### config.mk
export PLATFORM = sky130hd
export DESIGN_NAME = cic_interp_feeder
export DESIGN_NICKNAME = d
export VERILOG_FILES = /design/src/rtl/tx_sched_pkg.sv /design/src/rtl/ce_divider.sv /design/src/rtl/cic_interp_feeder.sv
export SDC_FILE = /design/constraint.sdc
export NUM_CORES = 1
export LEC_CHECK = 0
export ABC_CLOCK_PERIOD_IN_PS = 3500
export BUFFER_PORTS_ARGS = -buffer_cell sky130_fd_sc_hd__buf_2
export CAP_MARGIN = 20
export CORE_UTILIZATION = 53
export CTS_CLUSTER_SIZE = 40
export DETAILED_ROUTE_END_ITERATION = 7
export PLACE_DENSITY = 0.83
export SYNTH_ARGS = -nofsm -noshare
export SYNTH_HDL_FRONTEND = slang
export SYNTH_SLANG_ARGS = --single-unit
### constraint.sdc
create_clock -name clock -period 3.5 [get_ports clock]
set_input_delay 0.35 -clock clock [delete_from_list [all_inputs] [get_ports clock]]
set_output_delay 0.35 -clock clock [all_outputs]
set_load 0.02 [all_outputs]
### src/rtl/tx_sched_pkg.sv
// Shared definitions for the TX rate sequencers: FSM state encoding and
// the I/Q packing and counter widths used across the sample schedulers.
package tx_sched_pkg;

  typedef enum logic [1:0] {
    IDLE  = 2'd0,
    PRIME = 2'd1,
    RUN   = 2'd2,
    FLUSH = 2'd3
  } tx_state_t;

  localparam int DEF_IBITS   = 20;
  localparam int USED_W      = 12;
  localparam int CE_CNT_W    = 8;
  localparam int FLUSH_CNT_W = 8;

  // The transmitter is considered live while samples or flush zeros flow.
  function automatic logic is_tx_active(input tx_state_t s);
    return (s == RUN) || (s == FLUSH);
  endfunction

endpackage

### src/rtl/ce_divider.sv
// Free-running clock-enable divider: ce is high for one clock out of every
// CE_DIV, on the clock where the internal count sits at CE_DIV-1.
module ce_divider
  import tx_sched_pkg::*;
#(
  parameter int CE_DIV = 1
) (
  input  logic clock,
  input  logic reset,
  output logic ce
);

  localparam logic [CE_CNT_W-1:0] TERM = CE_CNT_W'(CE_DIV - 1);

  logic [CE_CNT_W-1:0] div_q;
  logic [CE_CNT_W-1:0] div_d;
  logic                ce_q;
  logic                ce_d;

  // ce is registered alongside the count so it stays low while in reset,
  // including the CE_DIV=1 case where it is otherwise constantly high.
  always_comb begin
    div_d = (div_q == TERM) ? '0 : div_q + 1'b1;
    ce_d  = (div_d == TERM);
  end

  always_ff @(posedge clock or posedge reset) begin
    if (reset) begin
      div_q <= '0;
      ce_q  <= 1'b0;
    end else begin
      div_q <= div_d;
      ce_q  <= ce_d;
    end
  end

  assign ce = ce_q;

endmodule

### src/rtl/cic_interp_feeder.sv
// Feeds an interpolating CIC from a show-ahead TX FIFO: start-up priming,
// per-request sample hand-off, underrun zero substitution and flush drain.
module cic_interp_feeder
  import tx_sched_pkg::*;
#(
  parameter int IBITS       = DEF_IBITS,
  parameter int CE_DIV      = 1,
  parameter int PRIME_LEVEL = 32,
  parameter int FLUSH_SAMPS = 8,
  parameter int UWIDTH      = 16
) (
  input  logic                clock,
  input  logic                reset,
  input  logic                tx_enable,
  input  logic [2*IBITS-1:0]  fifo_q,
  input  logic                fifo_empty,
  input  logic [USED_W-1:0]   fifo_used,
  output logic                fifo_rdreq,
  output logic                cic_ce,
  input  logic                cic_req,
  output logic [IBITS-1:0]    x_real,
  output logic [IBITS-1:0]    x_imag,
  output logic                tx_active,
  output logic                underrun,
  output logic [UWIDTH-1:0]   underrun_count
);

  localparam logic [USED_W-1:0]      PRIME_THR  = USED_W'(PRIME_LEVEL);
  localparam logic [FLUSH_CNT_W-1:0] FLUSH_LAST = FLUSH_CNT_W'(FLUSH_SAMPS - 1);

  tx_state_t               state_q, state_d;
  logic [IBITS-1:0]        x_real_q, x_real_d;
  logic [IBITS-1:0]        x_imag_q, x_imag_d;
  logic                    underrun_q, underrun_d;
  logic [UWIDTH-1:0]       underrun_count_q, underrun_count_d;
  logic [FLUSH_CNT_W-1:0]  flush_cnt_q, flush_cnt_d;
  logic                    tx_active_q, tx_active_d;

  ce_divider #(
    .CE_DIV (CE_DIV)
  ) u_ce_divider (
    .clock (clock),
    .reset (reset),
    .ce    (cic_ce)
  );

  // A tx_enable drop outranks a coincident request, so no pop happens then.
  assign fifo_rdreq = (state_q == RUN) & cic_req & ~fifo_empty & tx_enable;

  always_comb begin
    state_d          = state_q;
    x_real_d         = x_real_q;
    x_imag_d         = x_imag_q;
    underrun_d       = 1'b0;
    underrun_count_d = underrun_count_q;
    flush_cnt_d      = flush_cnt_q;

    case (state_q)
      IDLE: begin
        x_real_d = '0;
        x_imag_d = '0;
        if (tx_enable) begin
          underrun_count_d = '0;
          state_d          = PRIME;
        end
      end

      PRIME: begin
        x_real_d = '0;
        x_imag_d = '0;
        if (!tx_enable) begin
          state_d = IDLE;
        end else if (fifo_used >= PRIME_THR) begin
          state_d = RUN;
        end
      end

      RUN: begin
        if (!tx_enable) begin
          state_d     = FLUSH;
          flush_cnt_d = '0;
          x_real_d    = '0;
          x_imag_d    = '0;
        end else if (cic_req) begin
          if (!fifo_empty) begin
            x_real_d = fifo_q[2*IBITS-1:IBITS];
            x_imag_d = fifo_q[IBITS-1:0];
          end else begin
            x_real_d   = '0;
            x_imag_d   = '0;
            underrun_d = 1'b1;
            if (underrun_count_q != '1) begin
              underrun_count_d = underrun_count_q + 1'b1;
            end
          end
        end
      end

      FLUSH: begin
        // Zeros are held throughout so the CIC integrators drain to rest.
        x_real_d = '0;
        x_imag_d = '0;
        if (cic_req) begin
          flush_cnt_d = flush_cnt_q + 1'b1;
          if (flush_cnt_q == FLUSH_LAST) begin
            state_d = tx_enable ? PRIME : IDLE;
          end
        end
      end

      default: begin
        state_d = IDLE;
      end
    endcase

    tx_active_d = is_tx_active(state_d);
  end

  always_ff @(posedge clock or posedge reset) begin
    if (reset) begin
      state_q          <= IDLE;
      x_real_q         <= '0;
      x_imag_q         <= '0;
      underrun_q       <= 1'b0;
      underrun_count_q <= '0;
      flush_cnt_q      <= '0;
      tx_active_q      <= 1'b0;
    end else begin
      state_q          <= state_d;
      x_real_q         <= x_real_d;
      x_imag_q         <= x_imag_d;
      underrun_q       <= underrun_d;
      underrun_count_q <= underrun_count_d;
      flush_cnt_q      <= flush_cnt_d;
      tx_active_q      <= tx_active_d;
    end
  end

  assign x_real         = x_real_q;
  assign x_imag         = x_imag_q;
  assign underrun       = underrun_q;
  assign underrun_count = underrun_count_q;
  assign tx_active      = tx_active_q;

endmodule
==> metrics.md, run 1 <==
| Metric | Value |
|---|---|
| Post-synthesis xor/xnor area fraction | `3.44%` |
| Worst Hold Class | `in -> reg` |
| TritonRoute pass-1 iters | `4` |
| Design Power | `2.14 mW` |
| Post-Synth Simple-Gate Area | `15.9%` |
| Crit share post-route | `69.3%` |
| Worst vdd ir | `0.325 mV` |
| Netlist cell types | `43` |
| Seq/Total Area, Yosys | `58.2%` |
| Req. time, crit path | `3.15 ns` |
| Multiplexer share of the synthesized area | `0.302%` |
| I/O Buffers | `111` |
| Fmax | `0.412 GHz` |
| Final clock skew | `0.00929 ns` |
| Area fraction in compound gates after synthesis | `18.1%` |
| Post-route core utilization | `69.8%` |
| Die H | `81.0 um` |
| Via Count | `2733` |
| P&R area growth vs syn | `25.6%` |
| Initial antenna violation count | `0` |
| Instance area at placement | `3940 um^2` |
| Cells after Synth | `290` |
| Final setup TNS | `0 ns` |
| Cell area power density | `516 nW/um^2` |
| R2R setup slack | `1.38 ns` |
| CTS Root Cell | `clkbuf_8` |
| Rel. slew slack | `46.8%` |
| Antenna cells | `0` |
| Htree depth | `3` |
| Worst R2R Start | `state_q[1]$_DFF_PP0_` |
| Core box area | `5960 um^2` |
| Worst path bufs/invs | `2` |
| Worst-path fanout max | `41` |
| Worst path slowest cell | `dfrtp_1` |
| Delay-heaviest family, CP | `flip-flops` |
| Most frequent cell after synthesis | `dfrtp_1` |
| Die Span X | `81.0 um` |
| CTS tree | `built` |
| Multi-input gate area | `1310 um^2` |
| Ys async rst share | `100%` |
| WL/cell | `15.1 um` |
| Ratio of cells with drive above 1 in the final layout | `33.5%` |
| Final wirelength | `7320 um` |
| Worst setup EP type | `output port` |
| Worst path cell trace | `nand3b_1, nor3b_2, buf_4, buf_2` |
| Clk sink count | `77` |
| Post-Synth Adder-Cell Area | `1.51%` |
| Fin. Hold Viols | `0` |
| Kind of critical path | `reg -> out` |
| Rows | `28` |
| Initial core utilization | `55.6%` |
| Largest net degree at the start of global routing | `42` |
| Synth top area share | `58.2%` |
| Number of synthesized register bits | `77` |
| Hold_sp | `fifo_q[5]` |
| Setup Fix Bufs, Post-CTS | `0` |
| Commonest cells in the netlist | `dfrtp_1 (77), a22o_1 (41), o21ai_0 (19), nor2_1 (17), nand2_1 (15)` |
| Fillcell total | `484` |
| CP startpoint | `state_q[1]$_DFF_PP0_` |
| Syn_nets | `351` |
| Total CTS buffers | `9` |
| Critical Path AT | `2.08 ns` |
| Die area | `6570 um^2` |
| Slew Viols, Final | `0` |
| Worst-Margin Slew | `0.796 ns` |
| Critical path startpoint category | `flop` |
| Post-Syn Area | `3310 um^2` |
| Top cell type by total area after synthesis | `dfrtp_1` |
| Status | `complete, no violations` |
| First-pass GRT wire length | `11800 um` |
| Routability cong. | `0.854` |
| Synth top area cells | `dfrtp_1 (58%), a22o_1 (11%), o21ai_0 (2.9%)` |
| Clock transition at path regs | `0.08 ns` |
| Post-route cell area | `4160 um^2` |
| Critical Path Max Stage Delay | `0.64 ns` |
| NumNets Final | `465` |
| Grt ovf | `0` |
| Drt first-iter violations | `150` |
| Final min period | `2.43 ns` |
| Leak pwr | `2.13 nW` |
| Unrepaired setup endpoints after global routing | `false` |
| Skew-Pair Late Insertion Delay | `0.34 ns` |
| Post-synth EDFFs | `0` |
| Residual DRC | `0` |
| Synth Flop Type | `dfrtp_1` |
| Hold WS | `0.217 ns` |
| Max-Cap Viols | `0` |
| Syn Area/Cell | `11.4 um^2` |
| Combinational family with the most area after synthesis | `compound AO/OA/AOI/OAI gates` |
| Tot GR Track Use | `24.4%` |
| Top-Level Pins | `117` |
| YS warnings | `0` |
| FF/Latch Area | `1930 um^2` |
| Clk buf depth | `2` |
| Via/cell ratio | `5.65` |
| DRT antenna net count | `0` |
| HPWL Detailed | `5130 um` |
| Vias in the first global route | `2549` |
| Setup violators final | `0` |
-- per-layer routing --
metal / wire length, um / vias up / track usage [%] / part of all wire [%]
met4: 136 / 0 / 12.1 / 1.9
met3: 438 / 11 / 5.17 / 6.0
met1: 3230 / 1301 / 32.0 / 44
met2: 3510 / 109 / 38.2 / 48
met5: 0 / - / 0 / 0
li1: - / 1312 / - / -
-- power breakdown --
group          switching, mW  internal, mW
Clock                  0.316         0.387
Sequential             0.108         0.962
Combinational          0.220         0.150
-- per-stage QoR --
stage,std cells,setup WS (ns)
after floorplan,290,1.18
after global placement,467,1.46
after detailed placement,467,1.43
after CTS,484,1.07
after global routing,484,0.920
final,484,1.07
-- layout by cell type, fill, tap and decap left out, types with 3 or more instances in the layout --
cell and n:
a21oi_1 9, a22o_1 41, and3_1 3, buf_2 111, buf_4 4, clkbuf_8 12
dfrtp_1 77, ha_1 4, inv_1 5, nand2_1 15, nand2b_1 3, nand3_1 11
nand4_1 12, nor2_1 16, nor4_1 3, o21ai_0 19, o31ai_1 5, or3_1 5
or4_1 5, xnor2_1 9, xor2_1 4
-- final cells by class --
class | count | share of cell area, %
repair buffers | 116 | 14.3
inverters | 6 | 0.542
multi-input cells | 194 | 31.4
clock inverters | 3 | 1.02
well taps | 75 | 2.26
flip-flops and latches | 77 | 46.3
clock buffers | 13 | 4.06
-- flip-flops by register name (all words and copies together) (netlist names) --
name,flops
u_ce_divider.div_q,8
flush_cnt_q,8
tx_active,1
x_imag,20
u_ce_divider.ce,1
state_q,2
x_real,20
underrun,1
underrun_count,16
-- timing repair --
item / in CTS / in global routing
hold endpoints to repair: 12 / 0
gates resized for setup: 0 / 0
hold buffers: 1 / 0
-- final timing paths --
kind / endpoint / depth (start not counted)
max: fifo_rdreq / 4
min: x_imag[5]$_DFFE_PP0P_ / 2
max reg2reg: underrun_count[4]$_DFFE_PP0P_ / 5
min reg2reg: u_ce_divider.div_q[7]$_DFF_PP0_ / 1
max in group asynchronous: x_real[3]$_DFFE_PP0P_ / 4
min in group asynchronous: underrun_count[13]$_DFFE_PP0P_ / 3
-- cell families after synthesis --
| family | after synthesis |
|---|---|
| xor gates and xnor gates | 13 |
| adders and majority gates | 4 |
| muxes | 1 |
| and+or+nand+nor | 94 |
| buffers and inverters | 19 |
| DFF | 77 |
| AOI/OAI and AO/OA | 82 |
Note: power is estimated with default switching activity, not from simulation.
==> inputs of run 2 (changes only) <==
- ABC_CLOCK_PERIOD_IN_PS: 3500 -> 2100
- CORE_UTILIZATION: 53 -> 45
- PLACE_DENSITY: 0.83 -> 0.75
- clock period: 3.5 -> 2.1 ns (I/O delays scaled with it)
==> metrics.md, run 2 (synthesized netlist as in run 1, its figures left out) <==
| Metric | Value |
|---|---|
| Status | `complete, no violations (unchanged)` |
| Die area | `7700 um^2 (was 6570 um^2)` |
| Commonest non-fill, non-tap cells in the layout | `buf_2 (110), dfrtp_1 (76), a22o_1 (41) (was buf_2 (111), dfrtp_1 (77), a22o_1 (41))` |
| Req. time, crit path | `1.89 ns (was 3.15 ns)` |
| Drt first-iter violations | `106 (was 150)` |
| Place WS | `0.147 ns (was 1.43 ns)` |
| Worst vdd ir | `0.577 mV (was 0.325 mV)` |
| Rel. slew slack | `60.7% (was 46.8%)` |
| Hold WS | `0.0789 ns (was 0.217 ns)` |
| Routability cong. | `0.849 (was 0.854)` |
| Largest net degree at the start of global routing | `42 (unchanged)` |
| Finished Layout Cells | `517 (was 484)` |
| Final setup TNS | `0 ns (unchanged)` |
| I/O Buffers | `111 (unchanged)` |
| Unrepaired setup endpoints after global routing | `false (unchanged)` |
| Post-route cell area | `4300 um^2 (was 4160 um^2)` |
| Htree depth | `3 (unchanged)` |
| Final min period | `2.00 ns` |
| Ratio of cells with drive above 1 in the final layout | `36.1% (was 33.5%)` |
| Top-Level Pins | `117 (unchanged)` |
| Via Count | `2752 (was 2733)` |
| Max-Cap Viols | `0 (unchanged)` |
| NumNets Final | `477 (was 465)` |
| WL/cell | `15.0 um (was 15.1 um)` |
| Worst path cell trace | `buf_4, nand3b_1, nor3b_4, clkbuf_16, buf_4 (was nand3b_1, nor3b_2, buf_4, buf_2)` |
| CTS Root Cell | `clkbuf_8 (unchanged)` |
| P&R area growth vs syn | `29.9% (was 25.6%)` |
| Critical path startpoint category | `flop (unchanged)` |
| DRT antenna net count | `0 (unchanged)` |
| Worst setup EP type | `output port (unchanged)` |
| Worst path bufs/invs | `3 (was 2)` |
| Slew Viols, Final | `0 (unchanged)` |
| Setup violators final | `0 (unchanged)` |
| Critical Path AT | `1.79 ns (was 2.08 ns)` |
| Leak pwr | `2.18 nW (was 2.13 nW)` |
| First-pass GRT wire length | `11700 um (was 11800 um)` |
| Clock transition at path regs | `0.08 ns (about the same)` |
| Antenna cells | `0 (unchanged)` |
| Worst path slowest cell | `dfrtp_1 (unchanged)` |
| Dpl cells | `494 (was 467)` |
| Final wirelength | `7760 um (was 7320 um)` |
| Die Span X | `87.8 um (was 81.0 um)` |
| Tot GR Track Use | `20.2% (was 24.4%)` |
| Fillcell total | `564 (was 484)` |
| Worst setup margin | `0.103 ns (was 1.07 ns)` |
| Final clock skew | `0.00862 ns (was 0.00929 ns)` |
| Clk buf depth | `2 (unchanged)` |
| Rows | `30 (was 28)` |
| Fin. Hold Viols | `0 (unchanged)` |
| Core box area | `6940 um^2 (was 5960 um^2)` |
| Skew-Pair Late Insertion Delay | `0.34 ns (about the same)` |
| Critical Path Max Stage Delay | `0.39 ns (was 0.64 ns)` |
| Delay-heaviest family, CP | `simple AND/OR/NAND/NOR gates (was flip-flops)` |
| Initial antenna violation count | `0 (unchanged)` |
| Die H | `87.8 um (was 81.0 um)` |
| Via/cell ratio | `5.32 (was 5.65)` |
| Kind of critical path | `reg -> out (unchanged)` |
| Worst Hold Class | `in -> reg (unchanged)` |
| Commonest non-fill, non-tap cell in the layout | `buf_2 (unchanged)` |
| HPWL Detailed | `5260 um (was 5130 um)` |
| Instance area at placement | `4040 um^2 (was 3940 um^2)` |
| Crit share post-route | `95.1%` |
| Initial core utilization | `47.7% (was 55.6%)` |
| CTS tree | `built (unchanged)` |
| Worst-Margin Slew | `0.587 ns (was 0.796 ns)` |
| Grt ovf | `0 (unchanged)` |
| Fmax | `0.501 GHz` |
| Clk sink count | `77 (unchanged)` |
| Total CTS buffers | `9 (unchanged)` |
| CP most frequent cell | `buf_4` |
| Cell area power density | `813 nW/um^2 (was 516 nW/um^2)` |
| TritonRoute pass-1 iters | `5 (was 4)` |
| Vias in the first global route | `2573 (was 2549)` |
| Residual DRC | `0 (unchanged)` |
| Worst-path fanout max | `8 (was 41)` |
run 2: cell types whose count changed in the layout (fill, tap and decap cells not counted), sizes merged:
cell,change
clkbuf,-1
bufinv,-1
clkinvlp,+2
buf,+11
clkinv,+1
run 2: path summary, 6_finish.rpt:
path / depth (start not counted) / slack (ns) / to / from
setup / recovery: 5 / 0.10 / fifo_rdreq / state_q[0]$_DFF_PP0_
hold / removal: 2 / 0.08 / x_real[15]$_DFFE_PP0P_ / fifo_q[35]
setup reg to reg: 6 / 0.19 / underrun_count[10]$_DFFE_PP0P_ / underrun_count[0]$_DFFE_PP0P_
hold reg to reg: 1 / 0.49 / u_ce_divider.div_q[7]$_DFF_PP0_ / u_ce_divider.div_q[7]$_DFF_PP0_
max in group asynchronous: 4 / 1.00 / u_ce_divider.div_q[1]$_DFF_PP0_ / reset
min in group asynchronous: 3 / 0.45 / x_imag[6]$_DFFE_PP0P_ / reset
run 2: stage by stage:
step	utilization, %	total power, mW
2_1_floorplan	-	2.20
3_3_place_gp	58.1	2.45
3_5_place_dp	58.1	2.47
4_1_cts	61.0	3.50
5_1_grt	61.9	3.70
6_report	61.9	3.50
run 2: per-layer routing:
| layer | track usage [%] | wire length [um] |
|---|---|---|
| met5 | 0 | 0 |
| met4 | 8.05 | 91 |
| met3 | 6.31 | 405 |
| met2 | 33.3 | 3780 |
| met1 | 24.6 | 3490 |
run 2: where the power goes:
part	total, mW	internal, mW	switching [mW]
Sequential	1.77	1.61	0.163
Combinational	0.697	0.297	0.400
Clock	1.03	0.494	0.539
Total	3.50	2.40	1.10
run 2: area by class of cell:
cell class	count	area (um^2)	area share (%)
clock buffers	11	151	3.52
clock inverters	5	33.8	0.786
repair buffers	128	726	16.9
inverters	6	26.3	0.611
flip-flops and latches	77	1930	44.8
multi-input cells	194	1320	30.6
well taps	96	120	2.79
run 2: worst reg2reg max path: stages (launching register included):
cell	delay [ns]
dfrtp_1	0.46
ha_1	0.25
nand3_1	0.11
nor3_2	0.07
a21o_2	0.34
or4_1	0.44
a21oi_1	0.17
run 2: what timing repair did:
action                                  CTS  global route
hold buffers                              1             0
endpoints found under the setup margin    1            10
gates cloned                              0             2
buffers inserted                          0             4
hold endpoints to repair                 21             0
pin swaps                                 0             1
resized for setup                         1             4
